### src/rtl/pwd_rom_arb_pkg.sv
// Shared constants and state encoding for the password-ROM fetch arbiter.
// The ERR state only exists when PWD_ROM_BOUND_CHECK_EN is defined.
package pwd_rom_arb_pkg;

   localparam int ADDR_W  = 5;
   localparam int DATA_W  = 4;
   localparam int NIBBLES = 4;
   localparam int ROM_LAT = 2;
   localparam int RES_W   = NIBBLES * DATA_W;

   typedef enum logic [2:0] {
      S_IDLE,
      S_ISSUE,
      S_WAIT,
      S_CAPTURE,
      S_DONE
`ifdef PWD_ROM_BOUND_CHECK_EN
      ,S_ERR
`endif
   } state_t;

endpackage

### src/rtl/pwd_rom_arbiter_if.sv
// Request/grant and ROM bus bundle between the requesters and pwd_rom_arbiter.
// The err pulse is only present when PWD_ROM_BOUND_CHECK_EN is defined.
interface pwd_rom_arbiter_if;
   import pwd_rom_arb_pkg::*;

   logic [1:0]          req;
   logic [2*ADDR_W-1:0] base_addr;
   logic [1:0]          gnt;
   logic [1:0]          done;
`ifdef PWD_ROM_BOUND_CHECK_EN
   logic [1:0]          err;
`endif
   logic [RES_W-1:0]    rd_data;
   logic                busy;
   logic [ADDR_W-1:0]   rom_addr;
   logic [DATA_W-1:0]   rom_data;

   modport slave (
      input  req, base_addr, rom_data,
      output gnt, done, rd_data, busy, rom_addr
`ifdef PWD_ROM_BOUND_CHECK_EN
      , err
`endif
   );

   modport master (
      output req, base_addr, rom_data,
      input  gnt, done, rd_data, busy, rom_addr
`ifdef PWD_ROM_BOUND_CHECK_EN
      , err
`endif
   );

endinterface

### src/rtl/rr_arbiter2.sv
// Two-input round-robin pick; the pointer flips away from the last serviced
// requester whenever upd is strobed.
module rr_arbiter2 (
   input  logic       clk,
   input  logic       reset,
   input  logic [1:0] req,
   input  logic       upd,
   input  logic       upd_idx,
   output logic       pick,
   output logic       valid
);

   logic ptr;

   always_comb begin
      valid = |req;
      case (req)
         2'b01:   pick = 1'b0;
         2'b10:   pick = 1'b1;
         2'b11:   pick = ptr;
         default: pick = 1'b0;
      endcase
   end

   always_ff @(posedge clk) begin
      if (reset)
         ptr <= 1'b0;
      else if (upd)
         ptr <= ~upd_idx;
   end

endmodule

### src/rtl/pwd_rom_arbiter.sv
// Round-robin fetch sequencer for the shared 2-cycle-latency password ROM.
// Define PWD_ROM_BOUND_CHECK_EN to reject bases whose fetch would run past the top of the ROM.
module pwd_rom_arbiter
   import pwd_rom_arb_pkg::*;
(
   input logic              clk,
   input logic              reset,
   pwd_rom_arbiter_if.slave bus
);

   localparam int IDX_W  = $clog2(NIBBLES);
   localparam int WCNT_W = $clog2(ROM_LAT + 1);
   localparam logic [IDX_W-1:0]  IDX_LAST  = IDX_W'(NIBBLES - 1);
   localparam logic [WCNT_W-1:0] WAIT_LAST = WCNT_W'(ROM_LAT - 1);

   state_t              state;
   logic                gidx;
   logic [ADDR_W-1:0]   base_q;
   logic [IDX_W-1:0]    word_idx;
   logic [WCNT_W-1:0]   wait_cnt;
   logic [RES_W-1:0]    shadow;
   logic [RES_W-1:0]    shadow_next;
   logic                pick;
   logic                pick_valid;
   logic                ptr_upd;
   logic [1:0]          pick_onehot;
   logic [1:0]          gidx_onehot;
   logic [ADDR_W-1:0]   win_base;

   assign pick_onehot = {pick, ~pick};
   assign gidx_onehot = {gidx, ~gidx};
   assign win_base    = pick ? bus.base_addr[ADDR_W +: ADDR_W] : bus.base_addr[0 +: ADDR_W];

`ifdef PWD_ROM_BOUND_CHECK_EN
   localparam logic [ADDR_W:0] MAX_BASE = (ADDR_W + 1)'((1 << ADDR_W) - NIBBLES);
   logic win_out_of_range;
   assign win_out_of_range = ({1'b0, win_base} > MAX_BASE);
   assign ptr_upd = (state == S_DONE) || (state == S_ERR);
`else
   assign ptr_upd = (state == S_DONE);
`endif

   rr_arbiter2 u_rr (
      .clk     (clk),
      .reset   (reset),
      .req     (bus.req),
      .upd     (ptr_upd),
      .upd_idx (gidx),
      .pick    (pick),
      .valid   (pick_valid)
   );

   // Word 0 lands in the MSBs so the packed result reads in fetch order.
   always_comb begin
      shadow_next = shadow;
      shadow_next[(NIBBLES - 1 - int'(word_idx)) * DATA_W +: DATA_W] = bus.rom_data;
   end

   always_ff @(posedge clk) begin
      if (reset) begin
         state        <= S_IDLE;
         gidx         <= 1'b0;
         base_q       <= '0;
         word_idx     <= '0;
         wait_cnt     <= '0;
         shadow       <= '0;
         bus.gnt      <= '0;
         bus.done     <= '0;
`ifdef PWD_ROM_BOUND_CHECK_EN
         bus.err      <= '0;
`endif
         bus.busy     <= 1'b0;
         bus.rd_data  <= '0;
         bus.rom_addr <= '0;
      end else begin
         case (state)
            S_IDLE: begin
               if (pick_valid) begin
                  gidx     <= pick;
                  base_q   <= win_base;
                  word_idx <= '0;
                  bus.gnt  <= pick_onehot;
                  bus.busy <= 1'b1;
`ifdef PWD_ROM_BOUND_CHECK_EN
                  if (win_out_of_range) begin
                     bus.err <= pick_onehot;
                     state   <= S_ERR;
                  end else begin
                     state   <= S_ISSUE;
                  end
`else
                  state <= S_ISSUE;
`endif
               end
            end
            S_ISSUE: begin
               bus.rom_addr <= base_q + ADDR_W'(word_idx);
               wait_cnt     <= '0;
               state        <= S_WAIT;
            end
            S_WAIT: begin
               if (wait_cnt == WAIT_LAST)
                  state <= S_CAPTURE;
               else
                  wait_cnt <= wait_cnt + 1'b1;
            end
            S_CAPTURE: begin
               shadow <= shadow_next;
               if (word_idx == IDX_LAST) begin
                  bus.rd_data <= shadow_next;
                  bus.done    <= gidx_onehot;
                  state       <= S_DONE;
               end else begin
                  word_idx <= word_idx + 1'b1;
                  state    <= S_ISSUE;
               end
            end
            S_DONE: begin
               bus.done <= '0;
               bus.gnt  <= '0;
               bus.busy <= 1'b0;
               state    <= S_IDLE;
            end
`ifdef PWD_ROM_BOUND_CHECK_EN
            S_ERR: begin
               bus.err  <= '0;
               bus.gnt  <= '0;
               bus.busy <= 1'b0;
               state    <= S_IDLE;
            end
`endif
            default: state <= S_IDLE;
         endcase
      end
   end

endmodule

### src/flat_wrapper.sv
// flat-port wrapper written by rule: the top's interface ports become plain ports
module pwd_rom_arbiter_flat import pwd_rom_arb_pkg::*;
  (clk, reset, bus_req, bus_base_addr, bus_rom_data, bus_gnt, bus_done, bus_rd_data, bus_busy, bus_rom_addr);
  pwd_rom_arbiter_if bus_i ();
  input logic clk;
  input logic reset;
  input wire logic [$bits(bus_i.req)-1:0] bus_req;
  input wire logic [$bits(bus_i.base_addr)-1:0] bus_base_addr;
  input wire logic [$bits(bus_i.rom_data)-1:0] bus_rom_data;
  output wire logic [$bits(bus_i.gnt)-1:0] bus_gnt;
  output wire logic [$bits(bus_i.done)-1:0] bus_done;
  output wire logic [$bits(bus_i.rd_data)-1:0] bus_rd_data;
  output wire logic [$bits(bus_i.busy)-1:0] bus_busy;
  output wire logic [$bits(bus_i.rom_addr)-1:0] bus_rom_addr;
  assign bus_i.req = bus_req;
  assign bus_i.base_addr = bus_base_addr;
  assign bus_i.rom_data = bus_rom_data;
  assign bus_gnt = bus_i.gnt;
  assign bus_done = bus_i.done;
  assign bus_rd_data = bus_i.rd_data;
  assign bus_busy = bus_i.busy;
  assign bus_rom_addr = bus_i.rom_addr;
  pwd_rom_arbiter u_core (.clk(clk), .reset(reset), .bus(bus_i));
endmodule
### config.mk
export PLATFORM = sky130hd
export DESIGN_NAME = pwd_rom_arbiter_flat
export DESIGN_NICKNAME = d
export VERILOG_FILES = /design/src/rtl/pwd_rom_arb_pkg.sv /design/src/rtl/pwd_rom_arbiter_if.sv /design/src/rtl/rr_arbiter2.sv /design/src/rtl/pwd_rom_arbiter.sv /design/src/flat_wrapper.sv
export SDC_FILE = /design/constraint.sdc
export NUM_CORES = 1
export LEC_CHECK = 0
export ABC_CLOCK_PERIOD_IN_PS = 5800
export BUFFER_PORTS_ARGS = -buffer_cell sky130_fd_sc_hd__buf_2
export CELL_PAD_IN_SITES_DETAIL_PLACEMENT = 0
export CELL_PAD_IN_SITES_GLOBAL_PLACEMENT = 1
export CORE_ASPECT_RATIO = 0.6
export CORE_UTILIZATION = 45
export DETAILED_ROUTE_END_ITERATION = 12
export HOLD_SLACK_MARGIN = 0.15
export PLACE_DENSITY_LB_ADDON = 0.1
export SYNTH_ARGS = -nofsm -noshare
export SYNTH_HDL_FRONTEND = slang
export SYNTH_SLANG_ARGS = --single-unit
### constraint.sdc
create_clock -name clk -period 5.8 [get_ports clk]
set_input_delay 0.58 -clock clk [delete_from_list [all_inputs] [get_ports clk]]
set_output_delay 0.58 -clock clk [all_outputs]
set_load 0.005 [all_outputs]
==> run_results.csv, run 1 <==
group,metric,value,unit
die,fp.dieArea,6020,um2
yosys,synth.avg_cell_area,9.04,um2
timing,min_period_over_period,0.484,
clock_tree,clk_pin_slew_worst_paths,0.10,ns
power,power_frac_comb,0.169,
timing,max_freq,356,MHz
yosys,synthXorXnorAreaFrac,0.0102,
clock_tree,h-tree-depth,2,
detailed_routing,route.detailed.drc,0,
run_status,status,"finished clean",
power,internal_power,0.000598,W
yosys,synthCells,284,
die,row_count,20,
grt,grt_pass1_vias,1875,
power,seqPwrFrac,0.529,
detailed_routing,wl_per_cell,15.1,um
yosys,syn_area,2570,um2
die,die_x,99.5,um
yosys,synth.net_count,311,
yosys,ys_seq_area_frac,0.436,
grt,grt_util_all_layers,0.205,
detailed_routing,first_pass_iters,5,
grt,grt_overflow,0,
clock_tree,clk_latency,0.31,ns
placement,dp_cells,383,
clock_tree,cts_resized,0,
cells_and_area,fin_cells,391,
timing,fin_setup_tns,0,ns
yosys,ys.flop_type,"dfxtp_1",
cells_and_area,nNetsFinal,340,
yosys,synthSimpleGateAreaFrac,0.198,
worst_setup_path,worstSetupPathType,"flop to flop",
die,initial_utilization,0.486,
worst_setup_path,crit_start,"u_core.word_idx[0]",
power,p_sw_frac,0.282,
worst_setup_path,critPathRequiredTime,6.00,ns
die,io_pins,44,
clock_tree,cts.sinks,56,
power,clkPwrFrac,0.301,
job,maxCapViolations,0,
detailed_routing,vias,2223,
grt,grt_max_degree,56,
worst_setup_path,crit_path_end_kind,"flop",
worst_setup_path,rr_endpoint,"u_core.bus.rd_data[8]",
cells_and_area,multiInputGateArea,1280,um2
detailed_routing,viasPerCell,5.69,
die,core_area,5280,um2
grt,met2_usage,0.287,
yosys,async_flop_share,0,
grt,grt_pass1_wl,9.49,mm
yosys,synth.distinct_cells,47,
detailed_routing,drt-initial-drc-count,115,
timing,slew_headroom,0.173,
yosys,synthMuxAreaShare,0.00779,
clock_tree,cts-root-buf,"clkbuf_8",
worst_setup_path,worstReg2RegStart,"u_core.word_idx[0]",
worst_setup_path,r2r_slack,2.99,ns
yosys,synth_top_family_by_area,"compound AO/OA/AOI/OAI gates",
timing,rsz0062_at_grt,"false",
placement,place.gp.congestion,0.756,
clock_tree,cts_buffers,5,
timing,finalSetupViolations,0,
clock_tree,cts_setup_buffers,0,
worst_setup_path,start_kind,"flop",
grt,grt_use_met3,0.0380,
power,leakage,1.05,nW
timing,skew,0.0102,ns
cells_and_area,fillers,502,
cells_and_area,drive_gt1_frac,0.178,
placement,io_buffers,43,
timing,min_period,2.81,ns
worst_setup_path,cp_max_fo,20,
min_path,hold_path.class,"flop to flop",
worst_setup_path,ff2ff_path_depth,5,
clock_tree,cts_hold_buf,0,
timing,slew_viol_final,0,
cells_and_area,syn_to_final_growth,12.4,%
power,switchingPower,0.000235,W
die,die_y,60.5,um
grt,use_met1,0.315,
timing,worstMarginPinSlew,1.22,ns
worst_setup_path,crit_path_end,"u_core.bus.rd_data[8]",
power,vdd_drop_max,0.000140,V
yosys,synth_top_area_cell,"dfxtp_1",
cells_and_area,antennaDiodeCount,0,
clock_tree,clockBufferDepth,2,
yosys,synthAdderAreaFrac,0.0468,
yosys,synth_compound_area_frac,0.237,
yosys,ys_ff_latch,56,
yosys,synth_warnings,0,
cells_and_area,ff_latch_area,1120,um2
yosys,yosys.area.top_type_share,0.436,
power,power.density,288,nW/um2
worst_setup_path,arrival,3.01,ns
grt,antenna_found_initial,0,
timing,hold_viol,0,
yosys,synth_area_leaders,"dfxtp_1 (44%), a21oi_1 (7.6%), nand4b_1 (4.1%)",
clock_tree,cts_tree,"built",
detailed_routing,antenna_left,0,
placement,dp_hpwl,4.01,mm
detailed_routing,routed_wl,5.91,mm
yosys,synth_edf_count,0,
grt,grt.busiest_layer,"met1",
-- synth_stat cells (all sizes together), types with 8 or more instances --
master,number
inv,15
nand4,12
a21oi,39
dfxtp,56
buf,11
o32ai,8
nor2,15
nand4b,12
ha,8
nand2,14
o21ai,14
clkbuf,11
-- cell type report --
| cell class | count | area share |
|---|---|---|
| Clock inverter | 2 | 0.0121 |
| Inverter | 15 | 0.0195 |
| Multi-Input combinational cell | 191 | 0.445 |
| Sequential cell | 56 | 0.388 |
| Tap cell | 77 | 0.0334 |
| Clock buffer | 6 | 0.0251 |
| Timing Repair Buffer | 44 | 0.0771 |
-- power groups by stage --
stage | combinational [W] | sequential [W] | clock [W]
2_1_floorplan | 0.000116 | 0.000433 | 0
4_1_cts | 0.000141 | 0.000441 | 0.000257
3_3_place_gp | 0.000139 | 0.000449 | 0
5_1_grt | 0.000157 | 0.000446 | 0.000272
6_report | 0.000141 | 0.000441 | 0.000251
3_5_place_dp | 0.000140 | 0.000450 | 0
-- worst min path at each step --
stage                                   end  slack [ns]              start  cells after the start
after floorplan           u_core.shadow[12]        0.43  u_core.shadow[12]                      2
after global placement    u_core.shadow[14]        0.44  u_core.shadow[14]                      2
after detailed placement   u_core.shadow[5]        0.45   u_core.shadow[5]                      2
after CTS                  u_core.shadow[9]        0.46   u_core.shadow[9]                      2
after global routing       u_core.shadow[5]        0.48   u_core.shadow[5]                      2
final                     u_core.shadow[14]        0.46  u_core.shadow[14]                      2
-- cells by family after synthesis --
logic type               Yosys count
AO/OA/AOI/OAI                     94
XOR/XNOR                           3
adder cells (fa/ha/maj)            9
buffers and inverters             37
flip-flops                        56
multiplexers                       2
AND/OR/NAND/NOR                   83
-- stage by stage --
step,hold WS (ns),util,power [W],instance area (um2),worst slack [ns]
finish,0.460,0.547,0.000833,2890,2.99
global placement,0.441,0.527,0.000588,2780,3.13
floorplan,0.432,-,0.000549,2570,3.77
CTS,0.464,0.547,0.000838,2890,3.07
detailed placement,0.450,0.527,0.000590,2780,3.09
global route,0.481,0.547,0.000875,2890,2.76
-- metal layers --
layer  part of all wire  vias to the layer above  routed length [um]
met3              0.042                        4                 248
met2               0.40                       50                2380
met4             0.0068                        0                  40
li1                   -                     1122                   -
met5                  0                        -                   0
met1               0.55                     1047                3240
-- cell usage in the layout, fill, tap and decap left out, types with 2 or more instances in the layout --
cell,count
nand4_1,12
mux2i_1,2
a22oi_1,4
o21ai_0,13
clkbuf_8,5
o32ai_1,8
buf_2,43
a311oi_1,7
inv_1,15
nor2b_1,2
ha_1,8
xnor2_1,3
a32oi_1,4
or3_4,2
nand2b_1,6
a211oi_1,7
nand3_1,7
nor4_1,2
nand4b_1,12
a221oi_1,5
nor2_1,15
nand2_1,14
dfxtp_1,56
a21oi_1,39
-- worst max-delay path: stages (launching register included) --
cell      delay (ns)
dfxtp_1         0.74
inv_1           0.14
ha_1            0.40
nor4bb_1        0.98
nand3_1         0.16
a311oi_1        0.29
-- sequential cells by signal (all words and copies together) (netlist names) --
name / flops
u_core.word_idx: 2
u_core.wait_cnt: 2
u_core.state: 3
u_core.u_rr.ptr: 1
u_core.gidx: 1
u_core.shadow: 16
u_core.base_q: 5
u_core.bus.rom_addr: 5
u_core.bus.busy: 1
u_core.bus.done: 2
u_core.bus.rd_data: 16
u_core.bus.gnt: 2
No activity file was read; power rests on OpenSTA's default activity.
==> run 2, diff against run 1 <==
- ABC_CLOCK_PERIOD_IN_PS: 5800 -> 2400
- CORE_UTILIZATION: 45 -> 38
- clock period: 5.8 -> 2.4 ns (I/O delays scaled with it)
==> run 2 against run 1 <==
Worst setup slack worse by 2.7 ns. Critical path depth unchanged. Utilization down 7.9 points. Sequential power up 140%. Global-route usage down 1.9 points. Flip-flop and latch count unchanged. First-iteration DRC count up 0.87%. Cell count up 3.6%. Maximum frequency up 36%. Routed wire length up 4.2%. Critical endpoint is now u_core.shadow[7]. Highest routed layer unchanged.
==> run_results.csv, run 2 (synthesized netlist as in run 1, its figures left out) <==
group,metric,value,unit
cells_and_area,antennaDiodeCount,0,
grt,grt_pass1_vias,1948,
die,die_y,65.7,um
timing,min_period_over_period,0.860,
power,clkPwrFrac,0.274,
cells_and_area,syn_to_final_growth,14.8,%
detailed_routing,route.detailed.drc,0,
worst_setup_path,crit_start,"u_core.word_idx[0]",
worst_setup_path,worstReg2RegStart,"u_core.word_idx[0]",
worst_setup_path,max_stage_delay,0.61,ns
cells_and_area,fillers,657,
power,seqPwrFrac,0.535,
worst_setup_path,arrival,2.30,ns
detailed_routing,first_pass_iters,4,
timing,finalSetupViolations,0,
cells_and_area,final_util,0.468,
min_path,hold_path.class,"input pin to flop",
timing,slew_viol_final,0,
worst_setup_path,cp_max_fo,11,
grt,antenna_found_initial,0,
detailed_routing,drt-initial-drc-count,116,
power,power_frac_comb,0.191,
detailed_routing,wl_per_cell,15.2,um
clock_tree,clk_latency,0.31,ns
worst_setup_path,ff2ff_path_depth,5,
timing,rsz0062_at_grt,"false",
placement,dpl_cell_area,2850,um2
clock_tree,h-tree-depth,2,
worst_setup_path,path_delay_family,"simple AND/OR/NAND/NOR gates",
clock_tree,cts_buffers,5,
detailed_routing,viasPerCell,5.50,
worst_setup_path,crit_slowest_cell,"nor4b_1",
clock_tree,cts.sinks,56,
grt,grt_overflow,0,
job,maxCapViolations,0,
clock_tree,clk_pin_slew_worst_paths,0.10,ns
grt,grt_pass1_wl,10.2,mm
clock_tree,cts_resized,0,
power,leakage,1.08,nW
cells_and_area,nNetsFinal,347,
detailed_routing,vias,2229,
die,core_area,6300,um2
run_status,status,"finished clean",
timing,slew_headroom,0.521,
die,fp.dieArea,7100,um2
power,internal_power,0.00138,W
timing,hold_viol,0,
power,vdd_drop_max,0.000261,V
worst_setup_path,critPathRequiredTime,2.64,ns
power,power.density,664,nW/um2
clock_tree,clockBufferDepth,2,
placement,dp_hpwl,4.39,mm
placement,place_ws,0.417,ns
die,row_count,22,
cells_and_area,drive_gt1_frac,0.196,
power,switchingPower,0.000572,W
timing,setup_ws,0.337,ns
worst_setup_path,r2r_slack,0.34,ns
clock_tree,cts_hold_buf,0,
placement,io_buffers,43,
worst_setup_path,rr_endpoint,"u_core.shadow[7]",
timing,min_period,2.06,ns
cells_and_area,layout_common_cells,"dfxtp_1 (56), buf_2 (43), a21oi_1 (39)",
clock_tree,cts_tree,"built",
placement,place.gp.congestion,0.756,
die,io_pins,44,
timing,fin_setup_tns,0,ns
detailed_routing,antenna_left,0,
worst_setup_path,crit_cells,5,
timing,skew,0.00616,ns
worst_setup_path,crit_path_end_kind,"flop",
timing,max_freq,485,MHz
grt,grt_util_all_layers,0.186,
worst_setup_path,critPathBufInv,1,
cells_and_area,top_regs,"u_core.bus.rd_data x16, u_core.shadow x16",
grt,grt_max_degree,32,
clock_tree,cts-root-buf,"clkbuf_8",
worst_setup_path,cp_cell_sequence,"inv_1, ha_1, nor4b_1, nand4_1, a21oi_1",
power,p_sw_frac,0.293,
detailed_routing,routed_wl,6.16,mm
cells_and_area,final_common_cell,"dfxtp_1",
worst_setup_path,crit_path_end,"u_core.shadow[7]",
die,die_x,108,um
worst_setup_path,worstSetupPathType,"flop to flop",
timing,worstMarginPinSlew,0.709,ns
clock_tree,cts_setup_buffers,0,
worst_setup_path,start_kind,"flop",
cells_and_area,final_area,2950,um2
die,initial_utilization,0.408,
==> run 2: cell type report <==
cell class | count | area (um2) | area share
repair buffers | 51 | 288 | 0.0976
clock inverters | 1 | 7.51 | 0.00255
clock buffers | 7 | 86.3 | 0.0293
multi-input cells | 191 | 1280 | 0.435
flip-flops and latches | 56 | 1120 | 0.380
inverters | 15 | 56.3 | 0.0191
well taps | 84 | 105 | 0.0357
==> run 2: worst min path at each step <==
stage / start / to / slack [ns] / depth (start not counted)
6_report: bus_rom_data[2] / u_core.shadow[6] / 0.26 / 3
2_1_floorplan: bus_rom_data[0] / u_core.shadow[4] / 0.39 / 2
3_3_place_gp: u_core.shadow[15] / u_core.shadow[15] / 0.44 / 2
5_1_grt: bus_rom_data[2] / u_core.shadow[6] / 0.25 / 3
4_1_cts: bus_base_addr[1] / u_core.base_q[1] / 0.25 / 3
3_5_place_dp: u_core.shadow[12] / u_core.shadow[12] / 0.45 / 2
==> run 2: worst min-delay path, cell delays in order <==
cell and delay [ns]:
buf_2 0.15, nand4_1 0.08, a21oi_1 0.05
==> run 2: power by group through the flow <==
stage / Sequential (W) / Combinational, W / Clock, W
finish: 0.00105 / 0.000374 / 0.000536
global route: 0.00106 / 0.000421 / 0.000603
CTS: 0.00105 / 0.000373 / 0.000558
detailed placement: 0.00107 / 0.000373 / 0
global placement: 0.00107 / 0.000374 / 0
floorplan: 0.00105 / 0.000280 / 0
==> run 2: per-stage QoR <==
| step | std cells | hold WS [ns] | power, W |
|---|---|---|---|
| floorplan | 284 | 0.390 | 0.00133 |
| global placement | 397 | 0.442 | 0.00144 |
| detailed placement | 397 | 0.447 | 0.00144 |
| CTS | 405 | 0.248 | 0.00198 |
| global route | 405 | 0.248 | 0.00208 |
| finish | 405 | 0.256 | 0.00196 |
==> run 2: layer usage <==
| layer | track usage | wire [um] | vias up |
|---|---|---|---|
| li1 | - | - | 1138 |
| met1 | 0.286 | 3430 | 1045 |
| met2 | 0.260 | 2400 | 41 |
| met3 | 0.0407 | 275 | 5 |
| met4 | 0.0411 | 44 | 0 |
| met5 | 0 | 0 | - |
==> run 3, diff against run 2 <==
--- a/config.mk
+++ b/config.mk
@@ -16,2 +16,3 @@
 export PLACE_DENSITY_LB_ADDON = 0.1
+export SLEW_MARGIN = 20
 export SYNTH_ARGS = -nofsm -noshare
==> constraint.sdc (replaced) <==
create_clock -name clk -period 2.4 [get_ports clk]
set_input_delay 0 -clock clk [delete_from_list [all_inputs] [get_ports clk]]
set_output_delay 0 -clock clk [all_outputs]
set_load 0.005 [all_outputs]
==> run 3 against run 2 <==
Highest routed layer unchanged. Utilization up 2.3 points. Clock skew up 0.0013 ns. Non-clock buffer count up 14. Power up 5.3%.
==> run_results.csv, run 3 (synthesized netlist as in run 1, its figures left out) <==
group,metric,value,unit
timing,min_period,2.05,ns
power,power_frac_comb,0.184,
clock_tree,h-tree-depth,2,
worst_setup_path,r2r_slack,0.35,ns
die,initial_utilization,0.408,
worst_setup_path,ff2ff_path_depth,5,
die,core_area,6300,um2
cells_and_area,top_regs,"u_core.bus.rd_data x16, u_core.shadow x16",
clock_tree,clk_latency,0.31,ns
timing,skew,0.00747,ns
worst_setup_path,worstSetupPathType,"flop to flop",
clock_tree,cts_hold_buf,15,
grt,antenna_found_initial,0,
detailed_routing,first_pass_iters,4,
power,internal_power,0.00147,W
detailed_routing,drt-initial-drc-count,155,
power,p_sw_frac,0.287,
clock_tree,clockBufferDepth,2,
timing,slew_headroom,0.553,
detailed_routing,route.detailed.drc,0,
placement,place_ws,0.397,ns
power,leakage,1.15,nW
clock_tree,cts_setup_buffers,0,
cells_and_area,final_common_cell,"dfxtp_1",
die,die_y,65.7,um
cells_and_area,final_area,3090,um2
cells_and_area,drive_gt1_frac,0.185,
worst_setup_path,worstReg2RegStart,"u_core.word_idx[0]",
grt,grt_pass1_wl,10.6,mm
die,die_x,108,um
cells_and_area,nNetsFinal,361,
die,io_pins,44,
power,power.density,666,nW/um2
grt,grt_max_degree,36,
min_path,hold_path.class,"input pin to flop",
detailed_routing,routed_wl,6.54,mm
worst_setup_path,critPathRequiredTime,2.65,ns
timing,finalSetupViolations,0,
worst_setup_path,crit_path_end_kind,"flop",
die,row_count,22,
power,seqPwrFrac,0.515,
die,fp.dieArea,7100,um2
timing,worstMarginPinSlew,0.661,ns
min_path,worstHoldPathCells,4,
power,vdd_drop_max,0.000281,V
power,switchingPower,0.000591,W
clock_tree,cts_resized,0,
worst_setup_path,arrival,2.30,ns
timing,slew_viol_final,0,
placement,dpl_cell_area,2830,um2
cells_and_area,syn_to_final_growth,20.4,%
detailed_routing,wl_per_cell,15.6,um
grt,grt_pass1_vias,2041,
clock_tree,cts.sinks,56,
cells_and_area,fin_cells,419,
timing,hold_viol,0,
clock_tree,cts_buffers,5,
timing,hold_ws,0.193,ns
placement,io_buffers,43,
detailed_routing,vias,2290,
power,clkPwrFrac,0.301,
worst_setup_path,cp_max_fo,12,
clock_tree,cts_tree,"built",
timing,rsz0062_at_grt,"false",
cells_and_area,layout_common_cells,"dfxtp_1 (56), buf_2 (43), a21oi_1 (39)",
grt,grt_util_all_layers,0.196,
worst_setup_path,rr_endpoint,"u_core.shadow[5]",
grt,grt_overflow,0,
detailed_routing,antenna_left,0,
worst_setup_path,start_kind,"flop",
placement,place.gp.congestion,0.743,
cells_and_area,antennaDiodeCount,0,
timing,min_period_over_period,0.854,
min_path,worstHoldStart,"bus_req[1]",
placement,dp_cells,396,
timing,max_freq,488,MHz
timing,setup_ws,0.349,ns
min_path,min_to,"u_core.bus.gnt[1]",
placement,dp_hpwl,4.33,mm
clock_tree,clk_pin_slew_worst_paths,0.10,ns
timing,fin_setup_tns,0,ns
job,maxCapViolations,0,
detailed_routing,viasPerCell,5.47,
clock_tree,cts-root-buf,"clkbuf_8",
worst_setup_path,crit_start,"u_core.word_idx[0]",
run_status,status,"finished clean",
run 3: area by class of cell:
class                           count  area (um2)
Fill cell                         618        3210
Clock buffer                        6        72.6
Multi-Input combinational cell    191        1280
Timing Repair Buffer               65         418
Sequential cell                    56        1120
Inverter                           15        56.3
Clock inverter                      2        35.0
Tap cell                           84         105
run 3: power groups by stage:
stage	registers [W]	logic (W)	clock network (W)
2_1_floorplan	0.00105	0.000280	0
3_3_place_gp	0.00108	0.000350	0
3_5_place_dp	0.00108	0.000353	0
4_1_cts	0.00106	0.000374	0.000637
5_1_grt	0.00107	0.000422	0.000683
6_report	0.00106	0.000379	0.000621
run 3: routing by layer:
layer / share of wire / track usage / vias up
li1: - / - / 1163
met1: 0.54 / 0.308 / 1081
met2: 0.41 / 0.266 / 44
met3: 0.046 / 0.0387 / 2
met4: 0.0054 / 0.0462 / 0
met5: 0 / 0 / -
run 3: worst max path at each step:
stage,to,cells after the start
2_1_floorplan,u_core.bus.rd_data[0],7
3_3_place_gp,u_core.shadow[4],5
3_5_place_dp,u_core.shadow[5],5
4_1_cts,u_core.shadow[5],5
5_1_grt,u_core.shadow[5],5
6_report,u_core.shadow[5],5
run 3: metrics by stage:
step            util  total power, W
6_report       0.490         0.00206
3_5_place_dp   0.450         0.00143
3_3_place_gp   0.450         0.00143
5_1_grt        0.490         0.00218
4_1_cts        0.490         0.00207
2_1_floorplan      -         0.00133
run 3: worst max-delay path, cell delays in order (launching register included):
cell and delay, ns:
dfxtp_1 0.58, inv_1 0.13, ha_1 0.39, nor4b_1 0.57, nand4_1 0.18, a21oi_1 0.15
